<file path="config.mk">
export PLATFORM = sky130hd
export DESIGN_NAME = i2s_slave_rx
export DESIGN_NICKNAME = d
export VERILOG_FILES = /design/src/rtl/i2s_rx_pkg.sv /design/src/rtl/i2s_rx_fifo.sv /design/src/rtl/i2s_slave_rx.sv
export SDC_FILE = /design/constraint.sdc
export NUM_CORES = 1
export LEC_CHECK = 0
export CORE_MARGIN = 1.5
export CORE_UTILIZATION = 65
export DETAILED_ROUTE_END_ITERATION = 12
export DONT_BUFFER_PORTS = 1
export MAX_ROUTING_LAYER = met4
export PLACE_DENSITY = 0.81
export SLEW_MARGIN = 20
export SYNTH_ARGS = -nofsm -noshare
export SYNTH_HDL_FRONTEND = slang
export SYNTH_HIERARCHICAL = 1
export SYNTH_SLANG_ARGS = --single-unit
</file>
<file path="constraint.sdc">
create_clock -name clk_i -period 12.8 [get_ports clk_i]
set_input_delay 0 -clock clk_i [delete_from_list [all_inputs] [get_ports clk_i]]
set_output_delay 0 -clock clk_i [all_outputs]
set_load 0.02 [all_outputs]
</file>
<file path="src/rtl/i2s_rx_pkg.sv">
// Shared types and defaults for the I2S slave receiver.
package i2s_rx_pkg;
  localparam int DEF_DATA_W     = 16;
  localparam int DEF_FIFO_DEPTH = 4;

  typedef enum logic [1:0] {ST_DISABLED, ST_SYNC, ST_RUN} rx_state_e;

  typedef struct packed {
    logic [DEF_DATA_W-1:0] left;
    logic [DEF_DATA_W-1:0] right;
  } frame_t;
endpackage

</file>
<file path="src/rtl/i2s_rx_fifo.sv">
// First-word-fall-through frame FIFO with synchronous flush and level count.
module i2s_rx_fifo #(
  parameter int W     = 32,
  parameter int DEPTH = 4,
  localparam int AW   = $clog2(DEPTH)
) (
  input  logic          clk_i,
  input  logic          rst_n,
  input  logic          flush_i,
  input  logic          push_i,
  input  logic [W-1:0]  push_data_i,
  input  logic          pop_i,
  output logic [W-1:0]  head_o,
  output logic [AW:0]   level_o,
  output logic          full_o,
  output logic          empty_o
);
  logic [W-1:0]  r_mem [DEPTH];
  logic [AW-1:0] r_wptr, r_rptr;
  logic [AW:0]   r_cnt;
  logic          w_push, w_pop;

  assign empty_o = (r_cnt == '0);
  assign full_o  = (r_cnt == (AW+1)'(DEPTH));
  assign level_o = r_cnt;
  assign head_o  = empty_o ? '0 : r_mem[r_rptr];

  // A pop frees a slot, so a push into a full FIFO is accepted alongside it.
  assign w_pop  = pop_i && !empty_o;
  assign w_push = push_i && (!full_o || w_pop);

  always_ff @(posedge clk_i or negedge rst_n) begin
    if (!rst_n) begin
      r_wptr <= '0;
      r_rptr <= '0;
      r_cnt  <= '0;
    end else if (flush_i) begin
      r_wptr <= '0;
      r_rptr <= '0;
      r_cnt  <= '0;
    end else begin
      if (w_push) r_wptr <= r_wptr + 1'b1;
      if (w_pop)  r_rptr <= r_rptr + 1'b1;
      r_cnt <= r_cnt + (AW+1)'(w_push) - (AW+1)'(w_pop);
    end
  end

  always_ff @(posedge clk_i) begin
    if (w_push && !flush_i) r_mem[r_wptr] <= push_data_i;
  end
endmodule

</file>
<file path="src/rtl/i2s_slave_rx.sv">
// I2S (Philips) slave receiver: oversamples SCK/WS/SD, rebuilds stereo frames
// and queues them in a small FWFT FIFO for the register layer.
module i2s_slave_rx
  import i2s_rx_pkg::*;
#(
  parameter int DATA_W     = DEF_DATA_W,
  parameter int FIFO_DEPTH = DEF_FIFO_DEPTH
) (
  input  logic                          clk_i,
  input  logic                          rst_n,
  input  logic                          en_i,
  input  logic                          flush_i,
  input  logic                          sck_i,
  input  logic                          ws_i,
  input  logic                          sd_i,
  output logic [2*DATA_W-1:0]           rd_data_o,
  output logic                          rd_valid_o,
  input  logic                          rd_ready_i,
  output logic [$clog2(FIFO_DEPTH):0]   level_o,
  output logic                          overflow_o,
  input  logic                          ovf_clr_i,
  output logic                          irq_o
);
  localparam int CW = $clog2(DATA_W+1);

  rx_state_e          r_state;
  logic [2:0]         r_sck_sync;
  logic [1:0]         r_ws_sync, r_sd_sync;
  logic [DATA_W-1:0]  r_sr, r_left_hold, w_sr_nxt;
  logic [CW-1:0]      r_cnt, w_cnt_nxt;
  logic               r_ws_last, r_left_ok, r_ovf;
  logic               w_rise, w_ws, w_sd, w_word_end, w_push, w_full, w_empty;

  always_ff @(posedge clk_i or negedge rst_n) begin
    if (!rst_n) begin
      r_sck_sync <= '0;
      r_ws_sync  <= '0;
      r_sd_sync  <= '0;
    end else begin
      r_sck_sync <= {r_sck_sync[1:0], sck_i};
      r_ws_sync  <= {r_ws_sync[0], ws_i};
      r_sd_sync  <= {r_sd_sync[0], sd_i};
    end
  end

  assign w_rise = r_sck_sync[1] & ~r_sck_sync[2];
  assign w_ws   = r_ws_sync[1];
  assign w_sd   = r_sd_sync[1];

  // Bits land MSB-first; beyond DATA_W they are dropped, short words stay zero-padded.
  always_comb begin
    w_sr_nxt  = r_sr;
    w_cnt_nxt = r_cnt;
    if (r_cnt < CW'(DATA_W)) begin
      w_sr_nxt  = r_sr | ({w_sd, {(DATA_W-1){1'b0}}} >> r_cnt);
      w_cnt_nxt = r_cnt + 1'b1;
    end
  end

  assign w_word_end = w_rise && (w_ws != r_ws_last);
  assign w_push     = en_i && (r_state == ST_RUN) && w_word_end && r_ws_last && r_left_ok;

  always_ff @(posedge clk_i or negedge rst_n) begin
    if (!rst_n) begin
      r_state     <= ST_DISABLED;
      r_sr        <= '0;
      r_cnt       <= '0;
      r_ws_last   <= 1'b0;
      r_left_hold <= '0;
      r_left_ok   <= 1'b0;
    end else if (!en_i) begin
      r_state     <= ST_DISABLED;
      r_sr        <= '0;
      r_cnt       <= '0;
      r_left_hold <= '0;
      r_left_ok   <= 1'b0;
    end else begin
      case (r_state)
        ST_DISABLED: begin
          r_state   <= ST_SYNC;
          r_ws_last <= w_ws;
          r_sr      <= '0;
          r_cnt     <= '0;
        end
        default: begin
          if (w_word_end) begin
            r_sr      <= '0;
            r_cnt     <= '0;
            r_ws_last <= w_ws;
            if (r_state == ST_SYNC) begin
              // A right->left boundary marks the start of a whole frame.
              if (r_ws_last && !w_ws) r_state <= ST_RUN;
            end else if (!r_ws_last) begin
              r_left_hold <= w_sr_nxt;
              r_left_ok   <= 1'b1;
            end else begin
              r_left_ok   <= 1'b0;
            end
          end else if (w_rise) begin
            r_sr  <= w_sr_nxt;
            r_cnt <= w_cnt_nxt;
          end
        end
      endcase
    end
  end

  i2s_rx_fifo #(.W(2*DATA_W), .DEPTH(FIFO_DEPTH)) u_fifo (
    .clk_i       (clk_i),
    .rst_n       (rst_n),
    .flush_i     (flush_i),
    .push_i      (w_push),
    .push_data_i ({r_left_hold, w_sr_nxt}),
    .pop_i       (rd_ready_i),
    .head_o      (rd_data_o),
    .level_o     (level_o),
    .full_o      (w_full),
    .empty_o     (w_empty)
  );

  // A flushed push is discarded silently; set beats clear.
  always_ff @(posedge clk_i or negedge rst_n) begin
    if (!rst_n)                                           r_ovf <= 1'b0;
    else if (w_push && w_full && !rd_ready_i && !flush_i) r_ovf <= 1'b1;
    else if (ovf_clr_i)                                   r_ovf <= 1'b0;
  end

  assign rd_valid_o = !w_empty;
  assign overflow_o = r_ovf;
  assign irq_o      = en_i && rd_valid_o;
endmodule
</file>
### Word level (Yosys, flattened, before mapping)

Memory sizes are Yosys's and may differ from the RTL's.
Index checks and enable logic that the tools add are counted.

* input port bits: 9
* ROM bits: 0
* register bits after elaboration: 56
* bits in writable memories: 128
* word-level logic and storage cells: 104
* bits in latches: 0
* memories kept: 1

Memory list
* u_fifo.r_mem: depth 4, width 32, rd ports 1, clocked after memory_dff 0, write ports 1, RTL line i2s_rx_fifo.sv:18 `logic [W-1:0] r_mem [DEPTH];`

* div/mod/pow operators: 0
* eq/ne operators: 13
* $lt $le $gt $ge: 1
* multipliers: 0
* bitwise operators: 3
* add/sub/neg operators: 5
* shift operators: 1
* reduce and logical (&&, ||, !) cells: 30
* multiplexer cells: 37

Operators by type and width (number)
* 16-bit two-way mux: 10
* 32-bit two-way mux: 1
* 5-bit two-way mux: 5
* 2-bit two-way mux: 9
* 16-bit OR: 1
* 16-bit by 5-bit >> shifter with 16-bit output: 1
* 1-bit logical AND: 13
* 1-bit two-way mux: 11
* 3-bit by 1-bit != test with 1-bit output (second input constant): 3
* 4-bit by 1-bit != test with 1-bit output (second input constant): 2
* 2-bit nonzero test: 4
* 2-bit != test (second input constant): 3
* 3-bit AND reduction: 2
* 5-bit by 1-bit adder with 5-bit output (second input constant): 1
* 1-bit logical NOT: 5
* 5-bit less-than comparator (second input constant): 1
* 2-bit by 1-bit adder with 2-bit output (second input constant): 2
* 2-bit AND reduction: 2
* 4-bit AND reduction: 1
* 3-bit by 1-bit adder with 3-bit output: 1
* 3-bit == test (second input constant): 1
* 3-bit logical NOT: 1
* 3-bit two-way mux: 1
* 3-bit by 1-bit subtractor with 3-bit output: 1
* 8 further kinds: 8

### Longest topological paths before layout

* depth in word-level cells: 10
* depth in mapped cells: 13
* mapped depth without buffers: 12

### By module

Netlist, hierarchy kept.

Modules (own cells, without submodules)
* i2s_rx_fifo: times used 1, cells an instance 250, seq. area each 4018.9 um^2, area each 5311.3 um^2
* i2s_slave_rx: times used 1, cells an instance 211, seq. area each 1226.2 um^2, area each 2399.8 um^2

### Worst setup path after synthesis

OpenSTA, ideal clock, no wires.

* kind: reg2reg
* from: register r_ws_sync[1]
* to: memory u_fifo.r_mem[0][0], enable pin
* arrival time: 3.994 ns
* slack: 8.339 ns
* stages on the path, launching flop included: 8
* setup time: 0.468 ns
* period minus slack after synthesis: 4.461 ns
* path through: dfrtp_1 -> inv_1 -> ha_1 -> nor4bb_1 -> buf_2 -> and4_1 -> o21ai_0 -> nor3b_1

* cells in the longest elaborated chain, start to end: 9

Ends and longest elaborated chain
* start, declared: RTL line i2s_slave_rx.sv:28 `logic [1:0] r_ws_sync, r_sd_sync;`
* start signal, assigned: RTL line i2s_slave_rx.sv:41 `r_ws_sync <= {r_ws_sync[0], ws_i};`
* 1-bit != test: RTL line i2s_slave_rx.sv:60 `assign w_word_end = w_rise && (w_ws != r_ws_last);`
* 1-bit logical AND: RTL line i2s_slave_rx.sv:60
* 1-bit logical AND (3 in series): RTL line i2s_slave_rx.sv:61 `assign w_push = en_i && (r_state == ST_RUN) && w_word_end && r_ws_last && r_left_ok;`
* net w_push: RTL line i2s_slave_rx.sv:32 `logic w_rise, w_ws, w_sd, w_word_end, w_push, w_full, w_empty;`
* 1-bit logical AND: RTL line i2s_rx_fifo.sv:30 `assign w_push = push_i && (!full_o || w_pop);`
* 1-bit logical AND: RTL line i2s_rx_fifo.sv:49 `if (w_push && !flush_i) r_mem[r_wptr] <= push_data_i;`
* 1-bit two-way mux: RTL line i2s_rx_fifo.sv:49
* 1-bit two-way mux (implied by the code): RTL line i2s_rx_fifo.sv:49
* end, declared: RTL line i2s_rx_fifo.sv:18

The timed path passes the listed nets, and every way through them passes these cells.

### Final worst setup path

* from: register r_ws_last
* to: register u_fifo.r_cnt[2], in the netlist u_fifo/level_o[2]

* cells in the longest elaborated chain, start to end: 9

Ends and longest elaborated chain
* start, declared: RTL line i2s_slave_rx.sv:31 `logic r_ws_last, r_left_ok, r_ovf;`
* start signal, assigned: RTL line i2s_slave_rx.sv:81 `r_ws_last <= w_ws;`
* start signal, assigned: RTL line i2s_slave_rx.sv:89 `r_ws_last <= w_ws;`
* 1-bit != test: RTL line i2s_slave_rx.sv:60
* 1-bit logical AND: RTL line i2s_slave_rx.sv:60
* 1-bit logical AND: RTL line i2s_slave_rx.sv:61
* 1-bit logical AND (*) (2 in series): RTL line i2s_slave_rx.sv:61
* net w_push: RTL line i2s_slave_rx.sv:32
* 1-bit logical AND (*): RTL line i2s_rx_fifo.sv:30
* 3-bit by 1-bit adder with 3-bit output (*): RTL line i2s_rx_fifo.sv:44 `r_cnt <= r_cnt + (AW+1)'(w_push) - (AW+1)'(w_pop);`
* 3-bit by 1-bit subtractor with 3-bit output (*): RTL line i2s_rx_fifo.sv:44
* 3-bit two-way mux (*): RTL line i2s_rx_fifo.sv:37 `end else if (flush_i) begin`
* end signal, assigned: RTL line i2s_rx_fifo.sv:44
* end, declared: RTL line i2s_rx_fifo.sv:20 `logic [AW:0] r_cnt;`

Mark *: on every way through the listed nets, which the timed path passes. The rest lies on a longest branch.
A chain may end at the register's enable or synchronous reset.

==> results.md <==
- Fin cells: 622
- First-pass DRT Iterations: 5
- I/O Pins: 47
- Distinct cells, synth: 55
- Critical Path Max Stage Delay: 0.70 ns
- Seq/Total Area, Yosys: 68.0%
- Cell Pwr Density: 170 nW/µm²
- Crit-path max FO: 20
- DIE WIDTH: 112 µm
- GR Overflow Total: 0
- Initial DRC count: 336
- Worst skew pair latency: 0.43 ns
- Unrepaired setup endpoints after global routing: false
- Headroom to the max-slew limit: 27.1%
- Asr flop ratio synth: 30.4%
- Critical Path AT: 3.76 ns
- Reg area: 5250 µm²
- Area leader, netlist: edfxtp_1
- Layout Nets: 483
- RD Place Congestion: 0.926
- Hold_ws: 0.0361 ns
- Clock Skew: 0.0108 ns
- Synth top area share: 49.8%
- Reg2reg path depth: 12
- Tmin final: 3.42 ns
- Die area: 12500 µm²
- Vias in the first global route: 4255
- Worst Setup Start Kind: flip-flop
- Register bit total from synthesis: 184
- Post-cts sizing count: 0
- Cells along the critical path: ha_1, nor4bb_2, buf_4, and4_1, o21a_1, a21o_1, ha_1, inv_1, fa_1, xor2_1, and2_1, nor3_1
- Vias/cell: 6.61
- Share of layout cells above drive strength 1: 19.0%
- Setup TNS: 0 ns
- Slowest-stage cell, CP: dfrtp_1
- Status: finished, final reports clean
- Mapped Nets: 478
- Crit path to: u_fifo/level_o[2]
- Fill count: 661
- Initial antenna violation count: 0
- Clock transition at path regs: 0.06 ns
- Maxcap violations: 0
- Slew Viols, Final: 0
- Largest cells by area after synthesis: edfxtp_1 (50%), dfrtp_1 (18%), mux4_2 (9.3%)
- EDFF count, synth: 128
- Fmax: 293 MHz
- Drt wl/cell: 22.8 µm
- Area grow syn2layout: 10.2%
- WS Path Type: reg2reg
- Buffers added on ports: 0
- Hpwl dp: 8.40 mm
- Total GRT Usage: 25.8%
- Row count: 39
- CTS buffer count: 17
- FF-to-FF Start: r_ws_last
- Cell mode on critical path: ha_1
- # clock sinks: 184
- Diode count: 0
- Hold Violations, Final: 0
- Dominant synthesized flop cell: edfxtp_1
- Global-route wire length before repair: 22.9 mm
- Syn. warnings: 6
- Core ar.: 11500 µm²
- Setup-failing EPs final: 0
- Clk root buf: clkbuf_16
- Die Ht: 112 µm
- Slew @ Worst Pin: 1.09 ns
- Max clock buf depth: 2
- CP startpoint: r_ws_last
- Synth Area per Inst: 16.7 µm²
- Multi-input logic area: 2290 µm²
- Final wirelength: 14.2 mm
- Final Cycle Share: 26.7%
- Largest net degree at the start of global routing: 57
- Detail Route Antenna Nets: 0
- Dpl cells: 580
- CP Data Required Time: 13.15 ns
- FF-to-FF setup slack: 9.38 ns
- Detailed-route via count: 4113
- Leakage Power: 3.30 nW
- DRC: 0
- CTS tree: yes
- Peak supply drop: 0.000140 V
- Total power: 1.44 mW
- Cells after Synth: 461
- Layout Utilization: 73.8%
- Worst setup EP type: flip-flop
- Initial Utilization: 67.0%
- Worst R2R End: u_fifo/level_o[2]
- Synth Cell Area: 7710 µm²
- Tightest Hold Check Type: in2reg
- H-tree depth: 4
==> power by group <==
| group | switching [mW] | leakage, nW | internal [mW] |
|---|---|---|---|
| clock | 0.207 | 0.267 | 0.289 |
| combinational | 0.167 | 1.03 | 0.111 |
| sequential | 0.0298 | 2.00 | 0.639 |
==> metal layers <==
| layer | wire (µm) | global-route usage (%) | share of wire (%) |
|---|---|---|---|
| met1 | 5590 | 31.5 | 40 |
| met2 | 7360 | 42.1 | 52 |
| met3 | 851 | 5.99 | 6.0 |
| met4 | 352 | 10.9 | 2.5 |
| met5 | 0 | - | 0 |
==> sequential cells by signal, summed over array words and instances, names as in the netlist <==
name / count
u_fifo/r_mem: 128
r_left_hold: 16
r_sr: 16
r_cnt: 5
r_sck_sync: 3
u_fifo/level_o: 3
r_sd_sync: 2
r_state: 2
r_ws_sync: 2
u_fifo/r_rptr: 2
u_fifo/r_wptr: 2
overflow_o: 1
r_left_ok: 1
r_ws_last: 1
==> cell families (layout without fill, tap and decap cells) <==
family / Yosys count / count (layout) / synth area share, %
AO/OA/AOI/OAI: 83 / 83 / 8.86
adder cells (fa/ha/maj): 8 / 8 / 1.40
XOR/XNOR: 3 / 3 / 0.341
flip-flops: 184 / 184 / 68.0
buffers and inverters: 39 / 57 / 2.69
AND/OR/NAND/NOR: 109 / 109 / 8.88
multiplexers: 35 / 35 / 9.82
==> worst min-delay path by stage <==
stage / start / end / slack [ns] / cells past startpoint
after detailed placement: rst_n / u_fifo/r_rptr[0] / -0.29 / 0
final: en_i / overflow_o / 0.04 / 2
after global routing: en_i / overflow_o / 0.06 / 2
after global placement: rst_n / u_fifo/r_rptr[0] / -0.29 / 0
after CTS: en_i / overflow_o / 0.01 / 2
after floorplan: rst_n / overflow_o / -0.30 / 0
==> synthesized netlist by cell type, drive strengths merged (6+ instances only) <==
library cell  number
buf               16
mux4              32
dfrtp             56
nor2b             20
o211a             16
nor3               9
o211ai            16
nor2              26
clkbuf            15
edfxtp           128
o21ai              7
inv                8
a22o              16
and2b             17
nor3b              6
ha                 7
o21bai            14
==> layout make-up <==
type,instances,share of cell area [%]
well taps,143,2.11
clock inverters,10,1.10
clock buffers,22,5.71
inverters,8,0.353
multi-input cells,238,27.0
flip-flops and latches,184,61.8
repair buffers,17,2.00
==> metrics by stage <==
| step | instance area, µm² | setup slack (ns) |
|---|---|---|
| after floorplan | 7710 | 8.34 |
| after global placement | 7800 | 9.55 |
| after detailed placement | 7800 | 9.46 |
| after CTS | 8500 | 9.43 |
| after global routing | 8500 | 9.14 |
| final | 8500 | 9.38 |
==> critical path: cells and delay by family (launching register included) <==
family	cells	cell delay, ns
AOI/OAI and AO/OA	2	0.37
xor gates and xnor gates	1	0.16
adders and majority gates	3	0.91
buffers and inverters	2	0.33
DFF	1	0.70
and+or+nand+nor	4	0.88
==> what timing repair did <==
item	in CTS	in global routing
buffers inserted	0	0
hold endpoints to repair	92	0
hold buffers	10	0
==> cell usage in the layout, fill, tap and decap left out, types with 12 or more instances in the layout <==
cell / netlist / layout
clkbuf_16: 0 / 18
o211ai_1: 12 / 12
edfxtp_1: 128 / 128
a22o_1: 16 / 16
nor2b_1: 20 / 20
and2b_1: 17 / 17
o21bai_1: 14 / 14
o211a_1: 16 / 16
nor2_1: 26 / 26
dfrtp_1: 56 / 54
mux4_2: 32 / 32
(Power assumes the default switching activity.)
